===== src/rtl/mode_cmd_pkg.sv =====
// Shared constants, frame bytes, response codes and FSM encoding for the mode command decoder.
// Build option MODE_CMD_CHECKSUM_EN adds a trailing checksum byte (and its wait state) to each frame.
package mode_cmd_pkg;

  localparam int unsigned MODE_W = 2;

  localparam logic [7:0] HDR_BYTE     = 8'hA5;
  localparam logic [7:0] OP_SET_MODE  = 8'h01;
  localparam logic [7:0] OP_GET_MODE  = 8'h02;
  localparam logic [7:0] RSP_ACK      = 8'h06;
  localparam logic [7:0] RSP_NAK      = 8'h15;
  localparam logic [7:0] RSP_GET_BASE = 8'h40;

  typedef enum logic [2:0] {
    S_IDLE,
    S_HDR_OK,
    S_GOT_OP,
`ifdef MODE_CMD_CHECKSUM_EN
    S_CHK,
`endif
    S_EXEC,
    S_SETUP,
    S_PULSE,
    S_RESP
  } state_e;

  function automatic logic [7:0] frame_chk(input logic [7:0] op, input logic [7:0] arg);
    return op ^ arg ^ HDR_BYTE;
  endfunction

endpackage


===== src/rtl/mode_cmd_decoder_gap_timer.sv =====
// Idle-gap counter: counts cycles while enabled and flags expiry on the last allowed idle cycle,
// so the owner can leave its state on the following edge.
module gap_timer #(
  parameter int unsigned TIMEOUT_CYCLES = 65535
) (
  input  logic clk,
  input  logic reset,
  input  logic clear,
  input  logic enable,
  output logic expired
);

  localparam int unsigned CW = $clog2(TIMEOUT_CYCLES + 1);

  logic [CW-1:0] cnt_q;
  logic [CW-1:0] cnt_d;

  always_comb begin
    cnt_d = cnt_q;
    if (clear) begin
      cnt_d = '0;
    end else if (enable) begin
      cnt_d = cnt_q + CW'(1);
    end
  end

  always_ff @(posedge clk) begin
    if (reset) begin
      cnt_q <= '0;
    end else begin
      cnt_q <= cnt_d;
    end
  end

  // Fires during the TIMEOUT_CYCLES-th consecutive idle cycle.
  assign expired = enable && !clear && (cnt_q == CW'(TIMEOUT_CYCLES - 1));

endmodule


===== src/rtl/mode_cmd_decoder.sv =====
// Framed SET_MODE/GET_MODE decoder driving the mode selector's mode_input/select pair with a stretched strobe.
// Define MODE_CMD_CHECKSUM_EN to require a CHK byte (OP ^ ARG ^ 0xA5) after ARG.
module mode_cmd_decoder
  import mode_cmd_pkg::*;
#(
  parameter int unsigned SELECT_WIDTH   = 4,
  parameter int unsigned TIMEOUT_CYCLES = 65535
) (
  input  logic              clk,
  input  logic              reset,
  input  logic [7:0]        rx_data,
  input  logic              rx_valid,
  output logic              rx_ready,
  output logic [7:0]        tx_data,
  output logic              tx_valid,
  input  logic              tx_ready,
  output logic [MODE_W-1:0] mode_input,
  output logic              select,
  output logic [MODE_W-1:0] cur_mode,
  output logic              busy,
  output logic [7:0]        err_count
);

  state_e            state_q;
  state_e            state_d;
  logic [7:0]        op_q;
  logic [7:0]        arg_q;
  logic [7:0]        pulse_cnt_q;
  logic [MODE_W-1:0] mode_input_q;
  logic [MODE_W-1:0] cur_mode_q;
  logic              select_q;
  logic [7:0]        tx_data_q;
  logic              tx_valid_q;
  logic [7:0]        err_count_q;

  logic       rx_fire;
  logic       collecting;
  logic       tmo_expired;
  logic       chk_ok;
  logic       exec_set;
  logic       exec_get;
  logic [7:0] rsp_d;

`ifdef MODE_CMD_CHECKSUM_EN
  logic [7:0] chk_q;

  always_ff @(posedge clk) begin
    if (reset) begin
      chk_q <= '0;
    end else if (rx_fire && state_q == S_CHK) begin
      chk_q <= rx_data;
    end
  end

  assign chk_ok = (chk_q == frame_chk(op_q, arg_q));
`else
  assign chk_ok = 1'b1;
`endif

  assign rx_fire  = rx_valid && rx_ready;
  assign exec_set = chk_ok && (op_q == OP_SET_MODE) && (arg_q[7:MODE_W] == '0);
  assign exec_get = chk_ok && (op_q == OP_GET_MODE);

  gap_timer #(
    .TIMEOUT_CYCLES(TIMEOUT_CYCLES)
  ) u_gap_timer (
    .clk    (clk),
    .reset  (reset),
    .clear  (rx_fire || !collecting),
    .enable (collecting && !rx_fire),
    .expired(tmo_expired)
  );

  always_ff @(posedge clk) begin
    if (reset) begin
      state_q <= S_IDLE;
    end else begin
      state_q <= state_d;
    end
  end

  always_comb begin
    state_d = state_q;
    case (state_q)
      S_IDLE: begin
        if (rx_fire && rx_data == HDR_BYTE) state_d = S_HDR_OK;
      end
      S_HDR_OK: begin
        if (tmo_expired)  state_d = S_IDLE;
        else if (rx_fire) state_d = S_GOT_OP;
      end
      S_GOT_OP: begin
        if (tmo_expired) begin
          state_d = S_IDLE;
        end else if (rx_fire) begin
`ifdef MODE_CMD_CHECKSUM_EN
          state_d = S_CHK;
`else
          state_d = S_EXEC;
`endif
        end
      end
`ifdef MODE_CMD_CHECKSUM_EN
      S_CHK: begin
        if (tmo_expired)  state_d = S_IDLE;
        else if (rx_fire) state_d = S_EXEC;
      end
`endif
      S_EXEC:  state_d = exec_set ? S_SETUP : S_RESP;
      S_SETUP: state_d = S_PULSE;
      S_PULSE: begin
        if (pulse_cnt_q == 8'(SELECT_WIDTH - 1)) state_d = S_RESP;
      end
      S_RESP: begin
        if (tx_ready) state_d = S_IDLE;
      end
      default: state_d = S_IDLE;
    endcase
  end

  always_comb begin
    rx_ready   = 1'b0;
    collecting = 1'b0;
    busy       = (state_q != S_IDLE);
    case (state_q)
      S_IDLE: rx_ready = 1'b1;
      S_HDR_OK, S_GOT_OP: begin
        rx_ready   = 1'b1;
        collecting = 1'b1;
      end
`ifdef MODE_CMD_CHECKSUM_EN
      S_CHK: begin
        rx_ready   = 1'b1;
        collecting = 1'b1;
      end
`endif
      default: ;
    endcase
  end

  // Response byte is chosen on entry to RESP and then held for the whole handshake.
  always_comb begin
    rsp_d = RSP_NAK;
    if (state_q == S_PULSE)  rsp_d = RSP_ACK;
    else if (exec_get)       rsp_d = RSP_GET_BASE | {{(8 - MODE_W){1'b0}}, cur_mode_q};
  end

  always_ff @(posedge clk) begin
    if (reset) begin
      op_q         <= '0;
      arg_q        <= '0;
      pulse_cnt_q  <= '0;
      mode_input_q <= '0;
      cur_mode_q   <= '0;
      select_q     <= 1'b0;
      tx_data_q    <= '0;
      tx_valid_q   <= 1'b0;
      err_count_q  <= '0;
    end else begin
      if (rx_fire && state_q == S_HDR_OK) op_q  <= rx_data;
      if (rx_fire && state_q == S_GOT_OP) arg_q <= rx_data;
      // mode_input moves only on EXEC->SETUP, a full cycle before select rises.
      if (state_q == S_EXEC && exec_set) mode_input_q <= arg_q[MODE_W-1:0];
      select_q    <= (state_d == S_PULSE);
      pulse_cnt_q <= (state_q == S_PULSE) ? pulse_cnt_q + 8'd1 : 8'd0;
      if (state_q == S_PULSE && state_d == S_RESP) cur_mode_q <= mode_input_q;
      tx_valid_q <= (state_d == S_RESP);
      if (state_d == S_RESP && state_q != S_RESP) tx_data_q <= rsp_d;
      if (((state_q == S_EXEC && !exec_set && !exec_get) || tmo_expired) && err_count_q != 8'hFF) begin
        err_count_q <= err_count_q + 8'd1;
      end
    end
  end

  assign mode_input = mode_input_q;
  assign select     = select_q;
  assign cur_mode   = cur_mode_q;
  assign tx_data    = tx_data_q;
  assign tx_valid   = tx_valid_q;
  assign err_count  = err_count_q;

endmodule


===== config.mk =====
export PLATFORM = sky130hd
export DESIGN_NAME = mode_cmd_decoder
export DESIGN_NICKNAME = d
export VERILOG_FILES = /design/src/rtl/mode_cmd_pkg.sv /design/src/rtl/mode_cmd_decoder_gap_timer.sv /design/src/rtl/mode_cmd_decoder.sv
export SDC_FILE = /design/constraint.sdc
export NUM_CORES = 1
export LEC_CHECK = 0
export ABC_AREA = 1
export CAP_MARGIN = 40
export CORE_UTILIZATION = 55
export DETAILED_ROUTE_END_ITERATION = 6
export GPL_TIMING_DRIVEN = 0
export PLACE_DENSITY = 0.79
export REMOVE_ABC_BUFFERS = 1
export SLEW_MARGIN = 20
export SYNTH_ARGS = -nofsm -noshare
export SYNTH_HDL_FRONTEND = slang
export SYNTH_HIERARCHICAL = 1
export SYNTH_SLANG_ARGS = --single-unit

===== constraint.sdc =====
create_clock -name clk -period 2.3 [get_ports clk]
set_input_delay 0.46 -clock clk [delete_from_list [all_inputs] [get_ports clk]]
set_output_delay 0.46 -clock clk [all_outputs]
set_load 0.005 [all_outputs]

==> impl_metrics.toml, run 1 <==
[run_status]
status = "finished, final reports clean"

[placement]
port_buffers = 32
place_congestion = 0.830
pre_cts_ws_ns = -0.346
hpwl_um = 4250

[layout]
fill_cells = 405
multiInputGateArea_mm2 = 0.00154
areaGrowthSynthToFinish_pct = 22.3
ff_latch_area_mm2 = 0.00124
mostFrequentLayoutCells = "nor2_1, nand2_1, dfxtp_1, inv_1, nand3_1"
final_common_cell = "nor2_1"
num_antenna_cells = 0
final_util = 0.704
nets = 475
drive_gt1_frac = 0.144

[critical_path]
r2r-end = "err_count[2]"
regToRegStartpoint = "state_q[1]"
ff2ff_setup_slack_ns = 0.21
critPathMaxFanout = 6
cpMaxStageDelayCell = "clkdlybuf4s50_1"
end_kind = "primary output"
slowest_delay_ns = 0.50
critPathTopFamily = "buffers and inverters"
critPathRequiredTime_ns = 1.84
arrival_ns = 1.65
rr_worst_depth = 15
critPathKind = "register to primary output"
critPathBufInv = 3
crit_path_cell_trace = "inv_1 > o21ai_0 > inv_1 > clkdlybuf4s50_1"
cpMostUsedCell = "inv_1"
worstSetupStartpointType = "register"

[timing]
max-slew-margin-rel = 0.406
slew_violations = 0
finalCriticalPeriod_ns = 2.11
hold_ws_ns = 0.455
setup_viol = 0
worst_slack_ns = 0.189
fin_skew_ns = 0.00602
hold_viol = 0
max_freq_ghz = 0.474
tightest_slew_ns = 0.889
layout_worst_path_cycle_share = 0.918

[die]
die_y_um = 75.6
core_mm2 = 0.00517
rows = 26
start_util = 0.576
fp.dieW_um = 75.6
io_pins = 36
die_area_mm2 = 0.00572

[global_routing]
grt_use_met3 = 0.0397
use_met1 = 0.316
grt_usage = 0.232
grt_max_degree = 26
grt.busiest_layer = "met2"
grt_pass1_wl_um = 10000
grt_antenna_before_repair = 0
grt_pass1_vias = 2286
grt.met2_usage = 0.353
grt-ovfl-total = 0

[power_and_ir_drop]
powerDensity_mw_per_mm2 = 569
p_leak_nw = 1.43
peakVddDrop_uv = 358

[clock_network]
cts.sinks = 62
clk_latency_ns = 0.33
cts_tree = "done"
numCtsBuffers = 9
htree_levels = 3
path_clk_slew_ns = 0.06
postCtsHoldBufs = 0
ctsRootBufferMaster = "clkbuf_8"
clock_path_buffers = 2

[job]
max-cap-violations = 0

[detailed_routing]
drt_first_iter_violations = 167
ant_nets = 0
drt_first_pass_iters = 4
drc = 0
vias = 2715
wl_per_cell_um = 11.2
routed_wl_um = 6010
viasPerCell = 5.08

[synthesis]
synth_seq_area_share = 0.416
synthTopCellsByArea = "dfxtp_1, nor2_1, nand2_1"
syn_area_mm2 = 0.00298
avgSynthCellArea_um2 = 7.22
yosysUniqueCellTypes = 35
syn_inst = 413
yosys_warnings = 6
yosys.area.top_type = "dfxtp_1"
yosysTopAreaCellShare = 0.416
synth_seq_cells = 62

[worst_hold_path]
min-delay-start = "pulse_cnt_q[0]"
hp-class = "register to register"
hold_end = "pulse_cnt_q[0]"
holdPathStages = 1
## final cells by class
type                       instances  area share
multi-input combinational        295       0.422
clock buffer                      12      0.0426
timing repair inverter             1     0.00137
clock inverter                     4      0.0124
timing repair buffer              39       0.103
inverter                          51      0.0536
sequential                        62       0.341
tap                               70      0.0240
## report_power, final
part | total [mW] | internal (mW) | switching, mW
Sequential | 1.07 | 1.07 | 0.0000874
Clock | 0.950 | 0.554 | 0.396
Combinational | 0.0505 | 0.0220 | 0.0284
## worst register-to-register path, stage by stage, from the launching register on
cell      delay [ns]
dfxtp_2         0.34
inv_2           0.09
nand2_2         0.08
nor2_1          0.12
inv_1           0.09
nand2_1         0.08
inv_1           0.08
nor2_4          0.14
inv_1           0.07
nand3b_1        0.17
nor4_2          0.13
inv_1           0.12
nand2_4         0.13
buf_4           0.15
nand3_1         0.09
a21oi_2         0.14
## timing repair
| action | 4_1_cts | 5_1_grt |
|---|---|---|
| resized for setup | 4 | 9 |
| setup buffers | 0 | 7 |
| endpoints found under the setup margin | 26 | 20 |
| cloned | 0 | 1 |
| pin swaps | 1 | 3 |
## stage by stage
stage	power [mW]	TNS (ns)	cells	area, um^2
after floorplan	1.11	0	408	2950
after detailed placement	1.14	-7.83	510	3360
after global routing	2.14	-0.0384	534	3640
final	2.07	0	534	3640
after global placement	1.14	-6.97	510	3360
after CTS	2.09	-0.00730	526	3570
## logic make-up after synthesis
family / Yosys count / share of synthesized area
xor gates and xnor gates: 7 / 0.0206
and+or+nand+nor: 210 / 0.339
DFF: 62 / 0.416
buffers and inverters: 58 / 0.0772
adders and majority gates: 4 / 0.0168
AOI/OAI and AO/OA: 71 / 0.128
other: 1 / 0.00126
## cells in the mapped netlist, drive strengths merged
cell type,count
nor2,82
nand2,77
dfxtp,62
inv,51
nand3,34
a21oi,33
o21ai,31
nand4,6
a31oi,4
buf,4
ha,4
xnor2,4
clkbuf,3
nor3,3
xor2,3
and3,2
nand3b,2
nor3b,2
a211oi,1
conb,1
nor4,1
o21a,1
o21bai,1
or2,1
## worst max-delay path by stage
stage,startpoint,endpoint,cells after the start,slack (ns)
2_1_floorplan,state_q[1],err_count[4],15,0.24
3_3_place_gp,rx_valid,err_count[1],10,-0.33
3_5_place_dp,rx_valid,err_count[2],10,-0.35
4_1_cts,state_q[1],err_count[2],15,-0.007
5_1_grt,state_q[1],err_count[1],15,-0.02
6_report,state_q[2],rx_ready,4,0.19
## registers in the layout, summed over array words and instances (netlist names)
signal	flops
select	1
state_q	3
arg_q	8
err_count	8
op_q	8
tx_valid	1
pulse_cnt_q	8
u_gap_timer/cnt_q	16
tx_data	5
mode_input	2
cur_mode	2
## layer usage
| layer | share of wire | vias to the layer above |
|---|---|---|
| met3 | 0.036 | 8 |
| met4 | 0.014 | 0 |
| met1 | 0.48 | 1221 |
| li1 | - | 1427 |
| met5 | 0 | - |
| met2 | 0.47 | 59 |
Power figures use the tool's default switching activity.
==> run 2: changes to the inputs <==
--- a/config.mk
+++ b/config.mk
@@ -7,10 +7,12 @@
 export LEC_CHECK = 0
 export ABC_AREA = 1
 export CAP_MARGIN = 40
-export CORE_UTILIZATION = 55
+export CELL_PAD_IN_SITES_DETAIL_PLACEMENT = 0
+export CELL_PAD_IN_SITES_GLOBAL_PLACEMENT = 2
+export CORE_UTILIZATION = 31
 export DETAILED_ROUTE_END_ITERATION = 6
 export GPL_TIMING_DRIVEN = 0
-export PLACE_DENSITY = 0.79
+export PLACE_DENSITY_LB_ADDON = 0.1
 export REMOVE_ABC_BUFFERS = 1
 export SLEW_MARGIN = 20
 export SYNTH_ARGS = -nofsm -noshare
==> run 2 against run 1 <==
Sequential share of layout area is 0.093 points lower. Core utilization shrank 31 points. Fmax fell by 0.87%. Critical endpoint unchanged. Final area rose by 0.17%. Worst setup slack got worse by 0.018 ns. Combinational power is 9.5% higher. Flip-flop and latch count stayed put. Global-route usage shrank 8.2 points. Clock skew rose by 0.0020 ns. Power is 7.3% lower.
==> impl_metrics.toml, run 2 (synthesis results as in run 1) <==
[timing]
hold_viol = 0
worst_slack_ns = 0.171
layout_worst_path_cycle_share = 0.926
slew_violations = 0
finalCriticalPeriod_ns = 2.13
setup_tns_ns = 0
hold_ws_ns = 0.446
max_freq_ghz = 0.470
fin_skew_ns = 0.00799
setup_viol = 0
rsz0062_at_grt = "false"

[die]
die_y_um = 100
core_mm2 = 0.00928
rows = 35
start_util = 0.321
die_area_mm2 = 0.0100
io_pins = 36
fp.dieW_um = 100

[clock_network]
htree_levels = 3
clk_latency_ns = 0.34
path_clk_slew_ns = 0.07
cts.sinks = 62
cts_tree = "done"
clock_path_buffers = 2
numCtsBuffers = 9
ctsRootBufferMaster = "clkbuf_8"

[global_routing]
grt_pass1_wl_um = 11800
grt_max_degree = 18
grt_usage = 0.150
grt-ovfl-total = 0
grt_pass1_vias = 2549
grt_antenna_before_repair = 0

[worst_hold_path]
holdPathStages = 1
hp-class = "register to register"

[critical_path]
critPathRequiredTime_ns = 1.84
cpMaxStageDelayCell = "clkdlybuf4s50_1"
endpoint = "rx_ready"
end_kind = "primary output"
critPathLaunch = "state_q[2]"
critPathTopFamily = "buffers and inverters"
rr_worst_depth = 15
crit_cells = 4
r2r-end = "err_count[4]"
regToRegStartpoint = "state_q[1]"
slowest_delay_ns = 0.51
arrival_ns = 1.67
critPathKind = "register to primary output"
ff2ff_setup_slack_ns = 0.28
critPathBufInv = 3
crit_path_cell_trace = "inv_1 > o21ai_0 > inv_1 > clkdlybuf4s50_1"
cpMostUsedCell = "inv_1"
worstSetupStartpointType = "register"
critPathMaxFanout = 6

[layout]
ff_latch_area_mm2 = 0.00124
top_register = "u_gap_timer/cnt_q"
drive_gt1_frac = 0.128
final_common_cell = "nor2_1"
largest_register_ffs = 16
num_antenna_cells = 0
fill_cells = 1032
nets = 473
areaGrowthSynthToFinish_pct = 22.5
mostFrequentLayoutCells = "nor2_1, nand2_1, dfxtp_1, inv_1, nand3_1"
stdcell_area_mm2 = 0.00365
multiInputGateArea_mm2 = 0.00154

[placement]
pre_cts_ws_ns = -0.489
port_buffers = 32
hpwl_um = 4870
place_congestion = 0.716
placed_area_mm2 = 0.00344

[detailed_routing]
vias = 2650
drt_first_iter_violations = 76
wl_per_cell_um = 11.7
ant_nets = 0
drt_first_pass_iters = 4
viasPerCell = 4.49
drc = 0
routed_wl_um = 6920

[power_and_ir_drop]
p_leak_nw = 1.39
peakVddDrop_uv = 246
fin_total_pwr_mw = 1.92
powerDensity_mw_per_mm2 = 527

[run_status]
status = "finished, final reports clean"

[job]
max-cap-violations = 0
## run 2: worst min path at each step
stage,from,endpoint
after detailed placement,pulse_cnt_q[0],pulse_cnt_q[0]
final,pulse_cnt_q[0],pulse_cnt_q[0]
after global routing,pulse_cnt_q[0],pulse_cnt_q[0]
after floorplan,pulse_cnt_q[0],pulse_cnt_q[0]
after global placement,pulse_cnt_q[0],pulse_cnt_q[0]
after CTS,pulse_cnt_q[0],pulse_cnt_q[0]
## run 2: routing by layer
metal / GRT usage / part of all wire / wire [um] / vias to the layer above
li1: - / - / - / 1423
met1: 0.204 / 0.53 / 3660 / 1172
met2: 0.229 / 0.42 / 2900 / 50
met3: 0.0418 / 0.042 / 289 / 5
met4: 0.0502 / 0.011 / 74 / 0
met5: 0 / 0 / 0 / -
## run 2: repair_timing
action,4_1_cts,5_1_grt
buffers inserted,0,2
hold buffers,0,0
endpoints found under the setup margin,18,10
cloned,1,1
resized for setup,5,4
pin swaps,0,3
## run 2: metrics by stage
step                      std cells   util
after global routing            590  0.393
after floorplan                 408      -
after CTS                       586  0.388
after global placement          569  0.370
after detailed placement        570  0.370
final                           590  0.393
## run 2: power breakdown
| group | internal, mW | leakage, nW | switching [mW] |
|---|---|---|---|
| Combinational | 0.0241 | 0.812 | 0.0313 |
| Clock | 0.383 | 0.0773 | 0.410 |
| Sequential | 1.07 | 0.499 | 0.0000844 |
## run 2: cell type report
class,count,share of cell area
clock buffers,13,0.0381
repair inverters,1,0.00206
inverters,51,0.0535
clock inverters,2,0.00274
repair buffers,36,0.0977
multi-input cells,296,0.422
flip-flops and latches,62,0.340
well taps,129,0.0442
==> run 3: changes to the inputs <==
--- a/config.mk
+++ b/config.mk
@@ -14,7 +14,6 @@
 export GPL_TIMING_DRIVEN = 0
 export PLACE_DENSITY_LB_ADDON = 0.1
 export REMOVE_ABC_BUFFERS = 1
-export SLEW_MARGIN = 20
 export SYNTH_ARGS = -nofsm -noshare
 export SYNTH_HDL_FRONTEND = slang
 export SYNTH_HIERARCHICAL = 1
==> results of run 3 <==
No change in the layout: final DEF, timing and power equal those of run 2.
